$ cat src/rtl/sdram_master.sv
// sdram_master: Avalon-MM memory-copy master.
// When started, it copies num_words 32-bit words from src_addr to dest_addr.
// Each word is copied with one read, a wait for readdatavalid, and then one write.
// Every bus output comes straight from a flop.
// The next-state decode looks ahead, so each output is valid in the same cycle as its state.
module sdram_master (
    input  logic        clk,
    input  logic        rst,
    input  logic        enable,
    output logic        copying,
    input  logic [31:0] src_addr,
    input  logic [31:0] dest_addr,
    input  logic [31:0] num_words,
    input  logic        master_waitrequest,
    output logic [31:0] master_address,
    output logic        master_read,
    input  logic [31:0] master_readdata,
    input  logic        master_readdatavalid,
    output logic        master_write,
    output logic [31:0] master_writedata
);

    typedef enum logic [2:0] {IDLE, RD_REQ, RD_WAIT, WR_REQ, DONE} state_t;

    state_t      state_q, state_d;
    logic [31:0] src_q, src_d;
    logic [31:0] dest_q, dest_d;
    logic [31:0] num_q, num_d;
    logic [31:0] idx_q, idx_d;
    logic [31:0] wdata_q, wdata_d;
    logic [31:0] addr_q, addr_d;
    logic        read_q, read_d;
    logic        write_q, write_d;
    logic        copying_q, copying_d;

    // State register
    always_ff @(posedge clk or posedge rst) begin
        if (rst) state_q <= IDLE;
        else     state_q <= state_d;
    end

    // Next-state decode.
    // DONE waits for enable to drop, so a held enable cannot restart the copy.
    always_comb begin
        state_d = state_q;
        case (state_q)
            IDLE:    if (enable) state_d = (num_words == 32'd0) ? DONE : RD_REQ;
            RD_REQ:  if (!master_waitrequest) state_d = RD_WAIT;
            RD_WAIT: if (master_readdatavalid) state_d = WR_REQ;
            WR_REQ:  if (!master_waitrequest)
                         state_d = (idx_q + 32'd1 == num_q) ? DONE : RD_REQ;
            DONE:    if (!enable) state_d = IDLE;
            default: state_d = IDLE;
        endcase
    end

    // Copy parameters are latched once at start.
    // The word index advances on each accepted write.
    always_comb begin
        src_d   = src_q;
        dest_d  = dest_q;
        num_d   = num_q;
        idx_d   = idx_q;
        wdata_d = wdata_q;
        case (state_q)
            IDLE: if (enable) begin
                src_d  = src_addr;
                dest_d = dest_addr;
                num_d  = num_words;
                idx_d  = 32'd0;
            end
            RD_WAIT: if (master_readdatavalid) wdata_d = master_readdata;
            WR_REQ:  if (!master_waitrequest) idx_d = idx_q + 32'd1;
            default: ;
        endcase
    end

    // Output decode from the next state, so the registered outputs line up with it.
    // The address wraps modulo 2^32.
    always_comb begin
        read_d    = (state_d == RD_REQ);
        write_d   = (state_d == WR_REQ);
        copying_d = (state_d == RD_REQ) || (state_d == RD_WAIT) || (state_d == WR_REQ);
        addr_d    = addr_q;
        if (state_d == RD_REQ)      addr_d = src_d  + {idx_d[29:0], 2'b00};
        else if (state_d == WR_REQ) addr_d = dest_d + {idx_d[29:0], 2'b00};
    end

    // Datapath and output registers.
    // All of them are cleared by reset, so a reset aborts any request in flight.
    always_ff @(posedge clk or posedge rst) begin
        if (rst) begin
            src_q     <= '0;
            dest_q    <= '0;
            num_q     <= '0;
            idx_q     <= '0;
            wdata_q   <= '0;
            addr_q    <= '0;
            read_q    <= 1'b0;
            write_q   <= 1'b0;
            copying_q <= 1'b0;
        end else begin
            src_q     <= src_d;
            dest_q    <= dest_d;
            num_q     <= num_d;
            idx_q     <= idx_d;
            wdata_q   <= wdata_d;
            addr_q    <= addr_d;
            read_q    <= read_d;
            write_q   <= write_d;
            copying_q <= copying_d;
        end
    end

    assign master_address   = addr_q;
    assign master_read      = read_q;
    assign master_write     = write_q;
    assign master_writedata = wdata_q;
    assign copying          = copying_q;

endmodule

$ cat config.mk
export PLATFORM = sky130hd
export DESIGN_NAME = sdram_master
export DESIGN_NICKNAME = d
export VERILOG_FILES = /design/src/rtl/sdram_master.sv
export SDC_FILE = /design/constraint.sdc
export NUM_CORES = 1
export LEC_CHECK = 0
export ABC_AREA = 1
export ABC_CLOCK_PERIOD_IN_PS = 6300
export CAP_MARGIN = 20
export CORE_MARGIN = 1.5
export CORE_UTILIZATION = 48
export DETAILED_ROUTE_END_ITERATION = 12
export GPL_TIMING_DRIVEN = 0
export PLACE_DENSITY = 0.78
export SYNTH_ARGS = -nofsm -noshare
export SYNTH_HDL_FRONTEND = slang
export SYNTH_SLANG_ARGS = --single-unit
$ cat constraint.sdc
create_clock -name clk -period 6.3 [get_ports clk]
set_clock_uncertainty 0.2 [all_clocks]
set_input_delay 1.26 -clock clk [delete_from_list [all_inputs] [get_ports clk]]
set_output_delay 1.26 -clock clk [all_outputs]
set_load 0.01 [all_outputs]
After elaboration in Yosys (flattened, before gate mapping). Index checks and enable logic that the tools add are counted.

Register bits after elaboration: 198. Input port bits: 133.

Add/subtract/negate cells: 3. Reductions and logical operators: 9. Muxes and demuxes: 17. Eq/ne operators: 10.

Operators by type and width (count): 32-bit 2-to-1 mux (8); 32-bit adder (2); 32-bit one-hot mux with 2 select lines (1); 32-bit by 1-bit adder with 32-bit output, second input constant (1); 32-bit == test (1); 32-bit zero test (1); 3-bit 2-to-1 mux (7); 3-bit one-hot mux with 5 select lines (1); 3-bit by 2-bit == test with 1-bit output, second input constant (4); 3-bit by 1-bit == test with 1-bit output, second input constant (2); 2-bit != test, second input constant (2); 2-bit AND reduction (2); 2-bit nonzero test (2); 3-bit == test, second input constant (1); 3-bit zero test (1); 3-bit AND reduction (1); 1-bit logical OR (2).

Longest topological paths before layout. Gate-level depths: netlist (run 1).

Depth in word-level cells: 8. Gate-level depth with buffers: 37. Depth with buffers taken out: 36.

Worst setup path before layout (run 1). No wires, ideal clock.

Path type: input to register. Start point: input num_words[29]. End point: register addr_q[20], in the netlist master_address[20]. Setup slack: 1.010 ns. Arrival: 5.008 ns. Stages: 23. Required time: 6.018 ns. Cells stage by stage: or4_1 -> nor4_1 -> nor2_1 -> nor3_1 -> nand2_4 -> nand2_4 -> buf_2 -> o21ai_0 -> ha_1 -> fa_1 -> nand3_1 -> nand3_1 -> a21oi_1 -> o21bai_1 -> nand2_1 -> nand2_1 -> a21oi_1 -> o21ai_0 -> a21oi_1 -> o21ai_0 -> nand2_1 -> nand3_1 -> a31oi_1.

Longest elaborated chain between the ends: 6.

RTL lines: from (decl) (line 13) `input logic [31:0] num_words,`; 32-bit zero test * (line 47) `IDLE: if (enable) state_d = (num_words == 32'd0) ? DONE : RD_REQ;`; 3-bit 2-to-1 mux * (2 in series) (line 47); 3-bit one-hot mux with 5 select lines * (line 46) `case (state_q)`; 3-bit by 1-bit == test with 1-bit output / 3-bit by 2-bit == test with 1-bit output (equally long branches) (line 85, 86); 32-bit 2-to-1 mux / 2-bit nonzero test (equally long branches); to (signal assigned) (line 108) `addr_q <= addr_d;`; to (decl) (line 31) `logic [31:0] addr_q, addr_d;`.

Mark *: on every way between the ends. The rest lies on a longest branch, timed or not. A chain may end at the register's enable or synchronous reset.

Worst setup path after layout (run 1).
Start point: input num_words[1]. End point: register addr_q[27], in the netlist master_address[27].

Same word-level chain as after synthesis.

==> results of run 1 <==
-- power breakdown --
group / leakage (nW) / switching, mW / internal (mW)
sequential: 2.50 / 0.245 / 1.79
combinational: 3.73 / 1.98 / 1.36
clock: 0.267 / 0.527 / 0.533
total: 6.50 / 2.75 / 3.69
-- state kept, by name, indices dropped and copies added (netlist names) --
register          count
dest_q               32
idx_q                32
master_address       32
master_writedata     32
num_q                32
src_q                32
state_q               3
copying               1
master_read           1
master_write          1
-- routing by layer --
| layer | global-route usage [%] | part of all wire (%) |
|---|---|---|
| met5 | 0 | 0 |
| met4 | 11.9 | 3.7 |
| met3 | 4.74 | 5.5 |
| met2 | 47.2 | 48 |
| met1 | 36.3 | 43 |
-- logic make-up (layout without fill, tap and decap cells) --
kind of cell	count (synthesis)	count (layout)	synth area share, %
AOI/OAI and AO/OA	188	188	9.63
buffers and inverters	176	411	6.43
DFF	198	198	45.5
adders and majority gates	31	31	3.63
and+or+nand+nor	701	701	27.6
muxes	32	32	3.31
xor gates and xnor gates	44	44	3.93
-- critical path, stage by stage --
cell and delay, ps:
clkdlybuf4s50_1 430, nor4_2 360, nand4_1 300, nor4_4 380, nor2_1 90, nor3_2 180, nand2_4 120, nand2_4 130
buf_2 240, nand2_1 60, o21ai_0 90, ha_1 320, a21oi_1 210, nand2_1 120, nand2_1 70, nand2_1 60
a21oi_1 250, o21ai_0 220, a21oi_1 260, inv_1 70, a21oi_1 310, o21ai_0 160, xnor2_1 160, o21ai_0 180
-- cell usage in the layout, fill, tap and decap left out, types with 4 or more instances in the layout --
cell               n
a21oi_1           34
and2_1            31
buf_1              6
buf_12             5
buf_2              8
clkbuf_1          24
clkbuf_16         17
clkdlybuf4s50_1  199
dfrtp_1          198
ha_1              30
inv_1            130
inv_2              4
mux2_2            32
nand2_1          461
nand2_2           17
nand3_1           72
nand4_1           10
nor2_1            74
nor2_4             5
nor3_1            12
o21ai_0           91
o21ai_1           19
o21ai_2           10
o22ai_1           13
xnor2_1           16
xor2_1            25
-- area by class of cell --
cell class / instances / area, um2
Buffer: 40 / 191
Clock buffer: 21 / 450
Timing Repair Buffer: 204 / 2090
Multi-Input combinational cell: 996 / 5290
Fill cell: 1877 / 8080
Clock inverter: 11 / 109
Sequential cell: 198 / 4950
Inverter: 135 / 510
Tap cell: 280 / 350
-- per-stage QoR --
stage	setup slack, ps	hold WS [ps]
floorplan	1010	245
global placement	-535	258
detailed placement	-552	263
CTS	35.4	281
global route	5.41	290
finish	394	278
-- timing repair --
item | in CTS | in global routing
hold endpoints to repair | 0 | 0
pin swaps | 0 | 2
resized for setup | 1 | 12
gates cloned | 0 | 0
endpoints found under the setup margin | 4 | 12
-- final timing paths --
check / from / slack (ps) / depth (start not counted) / endpoint
max: num_words[1] / 390 / 24 / master_address[27]
min: src_q[1] / 280 / 2 / src_q[1]
min reg2reg: src_q[1] / 280 / 2 / src_q[1]
min in group asynchronous: rst / 930 / 2 / src_q[4]
max in group asynchronous: rst / 3950 / 5 / master_address[27]
max reg2reg: idx_q[0] / 600 / 33 / master_address[27]
==> flow_summary.json, run 1 <==
{
  "core_area_um2": 22000,
  "io_pins": 200,
  "cap_violations": 0,
  "final_area_um2": 13900,
  "place_area_um2": 13300,
  "post-route-period-util_pct": 93.7,
  "cellLeakagePower_nw": 6.50,
  "synth_seq_cells": 198,
  "arrival_ps": 6050,
  "worstSetupPathType": "in2reg",
  "powerDensity_nw_per_um2": 462,
  "antenna_found_initial": 1,
  "synth_cells": 1370,
  "synth_edf_count": 0,
  "rsz0062_at_grt": "false",
  "drtPass1Iterations": 5,
  "hold_class": "reg2reg",
  "drtAntennaViolNets": 0,
  "cts_hold_buf": 0,
  "wire_per_inst_um": 17.2,
  "finalHoldViolCount": 0,
  "ys_seq_area_share_pct": 45.5,
  "numClockSinks": 198,
  "finalWirelength_um": 32300,
  "crit_path_end_kind": "flop",
  "port_buffers": 199,
  "die_x_um": 154,
  "area_growth_pct": 28.0,
  "gp_congestion": 0.957,
  "htree_num_levels": 4,
  "clk_path_buf_depth": 2,
  "syn-cell-area_um2": 10900,
  "place_inst": 1854,
  "post_cts_buffers": 0,
  "slew_headroom_pct": 43.4,
  "p_total_mw": 6.44,
  "drcViolationCount": 0,
  "synth.most_common_cell": "nand2_1",
  "utilization_pct": 63.3,
  "critPathMaxFanout": 10,
  "grt_pass1_vias": 9929,
  "ys.flop_type": "dfrtp_1",
  "synthTopCellsByCount": "nand2_1 (461), dfrtp_1 (198), inv_1 (131)",
  "grt_max_degree": 43,
  "peakVddDrop_uv": 292,
  "rows": 54,
  "post_synth_main_area_contributors": "dfrtp_1 (45%), nand2_1 (16%), inv_1 (4.5%), o21ai_0 (4.3%), ha_1 (3.4%)",
  "worstSetupStartpointType": "input port",
  "tns_ps": 0,
  "grt_pass1_wl_um": 52000,
  "dp_hpwl_um": 25500,
  "cts_tree": "built",
  "outcome": "finished clean",
  "finalSetupViolations": 0,
  "clkTransAtPathRegs_ps": 70,
  "synthArstFlopShare_pct": 100,
  "report.final.slew_viol_count": 0,
  "die_y_um": 154,
  "antenna_cells": 0,
  "clk_latency_ps": 440,
  "ys_warn_count": 0,
  "die-area_um2": 23600,
  "synth_top_area_share_pct": 45.5,
  "cts-root-buf": "clkbuf_16",
  "via_count": 9967,
  "grt_overflow": 0,
  "synth_nets": 1534,
  "finalNonFillerCells": 1885,
  "yosysUniqueCellTypes": 45,
  "cts_made_buffers": 17,
  "synth_top_area_cell": "dfrtp_1",
  "nets": 1756,
  "tightest_slew_ps": 849,
  "final_layout_size_suffix_gt1_share_pct": 8.22,
  "min_period_ps": 5910,
  "routed_via_density": 5.29,
  "initialDrtViolationCount": 756,
  "grt_util_all_layers_pct": 28.2,
  "fmax_ghz": 0.169,
  "start_util_pct": 49.5,
  "cp.required_ps": 6450,
  "avgSynthCellArea_um2": 7.96
}
(Power assumes the default switching activity.)
==> run 2: changes to the inputs <==
Settings changed: GPL_ROUTABILITY_DRIVEN set to 0.
==> run 2 against run 1 <==
Net effect: final area up 0.23%; routed wire length down 1.8%; combinational power about the same; clock-buffer cell count down 1; sequential share of layout area down 0.083 points; core utilization up 0.15 points; via count up 1.4%; maximum frequency down 1.5%; die area unchanged; register-to-register slack worse by 60 ps; final cell count about the same; highest routed layer is now met5; clock power up 5%.
==> flow_summary.json, run 2 (synthesized netlist as in run 1, its figures left out) <==
{
  "outcome": "finished clean",
  "hold_class": "reg2reg",
  "final_cell_mix": "nand2_1 (461), clkdlybuf4s50_1 (199), dfrtp_1 (198)",
  "cellLeakagePower_nw": 6.52,
  "finalWirelength_um": 31800,
  "regArea_um2": 4950,
  "die-area_um2": 23600,
  "core_area_um2": 22000,
  "grt_util_all_layers_pct": 27.5,
  "cts-root-buf": "clkbuf_16",
  "start_util_pct": 49.5,
  "htree_num_levels": 4,
  "min_period_ps": 6000,
  "wire_per_inst_um": 16.9,
  "numClockSinks": 198,
  "arrival_ps": 6120,
  "wl_met2_um": 15100,
  "initialDrtViolationCount": 971,
  "pre_cts_ws_ps": -492,
  "p_total_mw": 6.47,
  "drtPass1Iterations": 6,
  "grt_pass1_vias": 10000,
  "cap_violations": 0,
  "grt_overflow": 0,
  "drcViolationCount": 0,
  "via_count": 10100,
  "worstSetupPathType": "in2reg",
  "cp.required_ps": 6420,
  "grt_pass1_wl_um": 50900,
  "die_y_um": 154,
  "slew_headroom_pct": 42.8,
  "final_area_um2": 14000,
  "powerDensity_nw_per_um2": 463,
  "cts_hold_buf": 0,
  "rsz0062_at_grt": "false",
  "port_buffers": 199,
  "fillers": 1836,
  "top_layer": "met5",
  "clk_path_buf_depth": 2,
  "routed-wl-met3_um": 2300,
  "cts_made_buffers": 17,
  "utilization_pct": 63.5,
  "nets": 1756,
  "finalHoldViolCount": 0,
  "hold-worst-slack_ps": 279,
  "post-route-period-util_pct": 95.2,
  "antenna_found_initial": 1,
  "fmax_ghz": 0.167,
  "routed_via_density": 5.36,
  "peakVddDrop_uv": 279,
  "met1Wirelength_um": 13100,
  "crit_path_end_kind": "flop",
  "finalSetupViolations": 0,
  "critPathMaxFanout": 10,
  "worstSetupStartpointType": "input port",
  "tightest_slew_ps": 858,
  "cts_tree": "built",
  "layout_commonest_cell": "nand2_1",
  "antenna_cells": 0,
  "clkTransAtPathRegs_ps": 70,
  "report.final.slew_viol_count": 0,
  "timing.final.ws_setup_ps": 303,
  "io_pins": 200,
  "area_growth_pct": 28.3,
  "dp_hpwl_um": 24900,
  "post_cts_buffers": 0,
  "final_layout_size_suffix_gt1_share_pct": 8.17,
  "multi_input_area_um2": 5280,
  "place_area_um2": 13300,
  "grt_max_degree": 43,
  "die_x_um": 154,
  "rows": 54,
  "clk_latency_ps": 450,
  "drtAntennaViolNets": 0
}
## run 2: report_power, final
part	internal (mW)	total, mW	switching (mW)
Combinational	1.36	3.32	1.96
Clock	0.591	1.11	0.523
Sequential	1.79	2.04	0.250
## run 2: what timing repair did
item | 4_1_cts | 5_1_grt
gates resized for setup | 1 | 7
setup endpoints to repair | 4 | 12
pin swaps | 0 | 1
## run 2: final timing paths
kind	cells past startpoint	startpoint	slack (ps)	end
min in group asynchronous	3	rst	1000	dest_q[2]
worst max-delay path	20	enable	300	master_address[29]
worst min-delay path	2	dest_q[17]	280	dest_q[17]
worst max register to register	34	idx_q[0]	540	master_address[22]
max in group asynchronous	5	rst	4090	master_writedata[31]
worst min register to register	2	dest_q[17]	280	dest_q[17]
## run 2: worst max-delay path, cell delays in order
cell	delay, ps
clkdlybuf4s50_1	420
nand2_1	110
clkbuf_1	470
nand2_1	180
nand2_1	270
inv_1	220
clkbuf_1	300
o21ai_0	730
ha_1	410
a21oi_1	200
o21ai_0	110
a21oi_1	120
o21ai_0	170
nand3_1	110
nand2_1	90
a21oi_1	390
inv_1	90
a21oi_1	180
xor2_1	190
o21ai_0	100
## run 2: routing by layer
layer	vias to the layer above	global-route usage [%]
li1	4869	-
met1	4713	34.6
met2	433	46.4
met3	87	5.64
met4	2	11.5
met5	-	0
## run 2: cell type report
type                       instances  area share [%]
multi-input combinational        996            37.8
sequential                       198            35.4
timing repair buffer             204            15.0
inverter                         135            3.65
clock buffer                      20            3.34
tap                              280            2.51
buffer                            40            1.36
clock inverter                    11           0.975
## run 2: stage by stage
step / TNS, ps / instances
2_1_floorplan: 0 / 1370
3_3_place_gp: -3380 / 1849
3_5_place_dp: -4250 / 1854
4_1_cts: 0 / 1885
5_1_grt: 0 / 1884
6_report: 0 / 1884
==> run 3: changes to the inputs <==
Settings changed: ABC_AREA 1 to not set.
==> run 3 against run 2 <==
Net effect: total power up 1.0%; setup slack worse by 130 ps; via count is 0.52% lower; critical path type is now reg2reg.
==> flow_summary.json, run 3 <==
{
  "synth_top_area_share_pct": 44.5,
  "core_area_um2": 22700,
  "final_layout_size_suffix_gt1_share_pct": 13.2,
  "cts-root-buf": "clkbuf_16",
  "grt_pass1_wl_um": 49400,
  "avgSynthCellArea_um2": 9.08,
  "place_area_um2": 13600,
  "io_pins": 200,
  "ys_warn_count": 0,
  "drcViolationCount": 0,
  "synth_nets": 1391,
  "start_util_pct": 49.1,
  "cts_made_buffers": 17,
  "arrival_ps": 6280,
  "grt_util_all_layers_pct": 26.2,
  "peakVddDrop_uv": 231,
  "routed_via_density": 5.71,
  "fmax_ghz": 0.163,
  "finalHoldViolCount": 0,
  "die_y_um": 155,
  "numClockSinks": 198,
  "via_count": 10100,
  "critPathLaunch": "idx_q[5]",
  "final_cell_mix": "nand2_1 (357), clkdlybuf4s50_1 (199), dfrtp_1 (195)",
  "antenna_found_initial": 0,
  "r2r-start": "idx_q[5]",
  "clkTransAtPathRegs_ps": 70,
  "antenna_cells": 0,
  "grt_pass1_vias": 9563,
  "synth_edf_count": 0,
  "synthArstFlopShare_pct": 100,
  "rows": 55,
  "dp_hpwl_um": 23600,
  "grt_max_degree": 45,
  "nets": 1629,
  "finalWirelength_um": 31900,
  "report.final.slew_viol_count": 0,
  "drtAntennaViolNets": 0,
  "cp.required_ps": 6450,
  "ys.flop_type": "dfrtp_1",
  "layout_commonest_cell": "nand2_1",
  "post-route-period-util_pct": 97.2,
  "die-area_um2": 24100,
  "utilization_pct": 63.8,
  "slew_headroom_pct": 37.8,
  "syn-cell-area_um2": 11100,
  "wire_per_inst_um": 18.1,
  "synth.most_common_cell": "nand2_1",
  "cap_violations": 0,
  "synthTopCellsByCount": "nand2_1 (359), dfrtp_1 (198), o21ai_0 (91)",
  "initialDrtViolationCount": 1045,
  "cts_tree": "built",
  "clk_path_buf_depth": 2,
  "area_growth_pct": 30.1,
  "final_area_um2": 14500,
  "die_x_um": 155,
  "synth_seq_cells": 198,
  "synth_cells": 1227,
  "ys_seq_area_share_pct": 44.5,
  "cellLeakagePower_nw": 6.59,
  "crit_path_end_kind": "flop",
  "synth_top_area_cell": "dfrtp_1",
  "tightest_slew_ps": 925,
  "hold_class": "reg2reg",
  "clk_latency_ps": 440,
  "worstSetupPathType": "reg2reg",
  "p_total_mw": 6.54,
  "post_synth_main_area_contributors": "dfrtp_1 (44%), nand2_1 (12%), mux2_2 (4.1%), o21ai_0 (4.1%), mux2_4 (3.9%)",
  "powerDensity_nw_per_um2": 451,
  "hold-worst-slack_ps": 277,
  "outcome": "finished clean",
  "hold_start": "dest_q[1]",
  "worstSetupStartpointType": "flop",
  "htree_num_levels": 4,
  "drtPass1Iterations": 8,
  "critPathMaxFanout": 10,
  "port_buffers": 199,
  "finalSetupViolations": 0,
  "min_period_ps": 6130,
  "grt_overflow": 0,
  "yosysUniqueCellTypes": 77
}
run 3: cell types whose count changed in the layout (fill, tap and decap cells not counted), sizes merged, moves of 11 or more:
cell,delta
inv,-114
nor2,-34
nand4,+13
mux2,+38
nand3,-51
xnor2,+18
buf,+22
and2,-25
nand2,-120
o22ai,-11
nor4,+11
o31ai,+18
o21ai,-28
clkbuf,+17
run 3: routing by layer:
metal | wire length (um) | global-route usage, % | part of all wire [%]
met1 | 13300 | 34.9 | 42
met2 | 15200 | 43.1 | 48
met3 | 2480 | 4.71 | 7.8
met4 | 895 | 8.80 | 2.8
met5 | 0 | 0 | 0
run 3: cells by family (layout without fill, tap and decap cells):
logic type	Yosys count	after routing	synth area share (%)
DFF	198	198	44.5
and+or+nand+nor	557	558	22.9
buffers and inverters	86	334	3.68
xor gates and xnor gates	60	60	4.71
adders and majority gates	31	31	3.55
AOI/OAI and AO/OA	217	217	12.0
muxes	78	78	8.77
run 3: report_power, final:
| group | total (mW) | internal (mW) | switching (mW) |
|---|---|---|---|
| Sequential | 2.06 | 1.78 | 0.276 |
| Combinational | 3.38 | 1.64 | 1.74 |
| Clock | 1.10 | 0.607 | 0.495 |
| Total | 6.54 | 4.03 | 2.52 |
run 3: cell type report:
class | instances | area, um2
multi-input cells | 944 | 5990
inverters | 21 | 82.6
clock buffers | 20 | 457
clock inverters | 10 | 120
well taps | 285 | 357
fillers | 1846 | 8210
plain buffers | 63 | 332
flip-flops and latches | 198 | 4960
repair buffers | 220 | 2200
run 3: worst max-delay path: stages (launching register included):
cell and delay, ps:
dfrtp_1 340, buf_4 160, nand3_2 120, buf_6 180, nor4_4 290, nand4_1 270, xnor2_2 220, or4b_1 450
or4b_4 520, o21ai_4 230, or2_4 200, buf_12 140, mux2_4 310, ha_2 190, fa_2 400, a211oi_2 260
o21ai_2 120, a31oi_2 240, o21ai_1 130, o211ai_1 340, a21boi_1 150, o21a_1 200, o21a_1 170, o31ai_2 210
run 3: path summary, 6_finish.rpt:
check / endpoint / slack [ps] / depth (start not counted)
min in group asynchronous: src_q[5] / 1120 / 2
min reg2reg: dest_q[1] / 280 / 2
max: master_address[28] / 170 / 23
min: dest_q[1] / 280 / 2
max reg2reg: master_address[28] / 170 / 23
max in group asynchronous: num_q[16] / 3830 / 4
run 3: metrics by stage:
step	setup WS, ps	setup TNS, ps	std cells
3_5_place_dp	-984	-10400	1716
5_1_grt	-2.25	-2.25	1761
4_1_cts	21.2	0	1749
3_3_place_gp	-1360	-17100	1711
6_report	174	0	1761
2_1_floorplan	408	0	1227
run 3: timing repair:
| item | in CTS | in global routing |
|---|---|---|
| setup buffers | 4 | 12 |
| setup endpoints to repair | 19 | 13 |
| pin swaps | 4 | 16 |
| hold buffers | 0 | 0 |
| resized for setup | 14 | 37 |
| cloned | 0 | 1 |
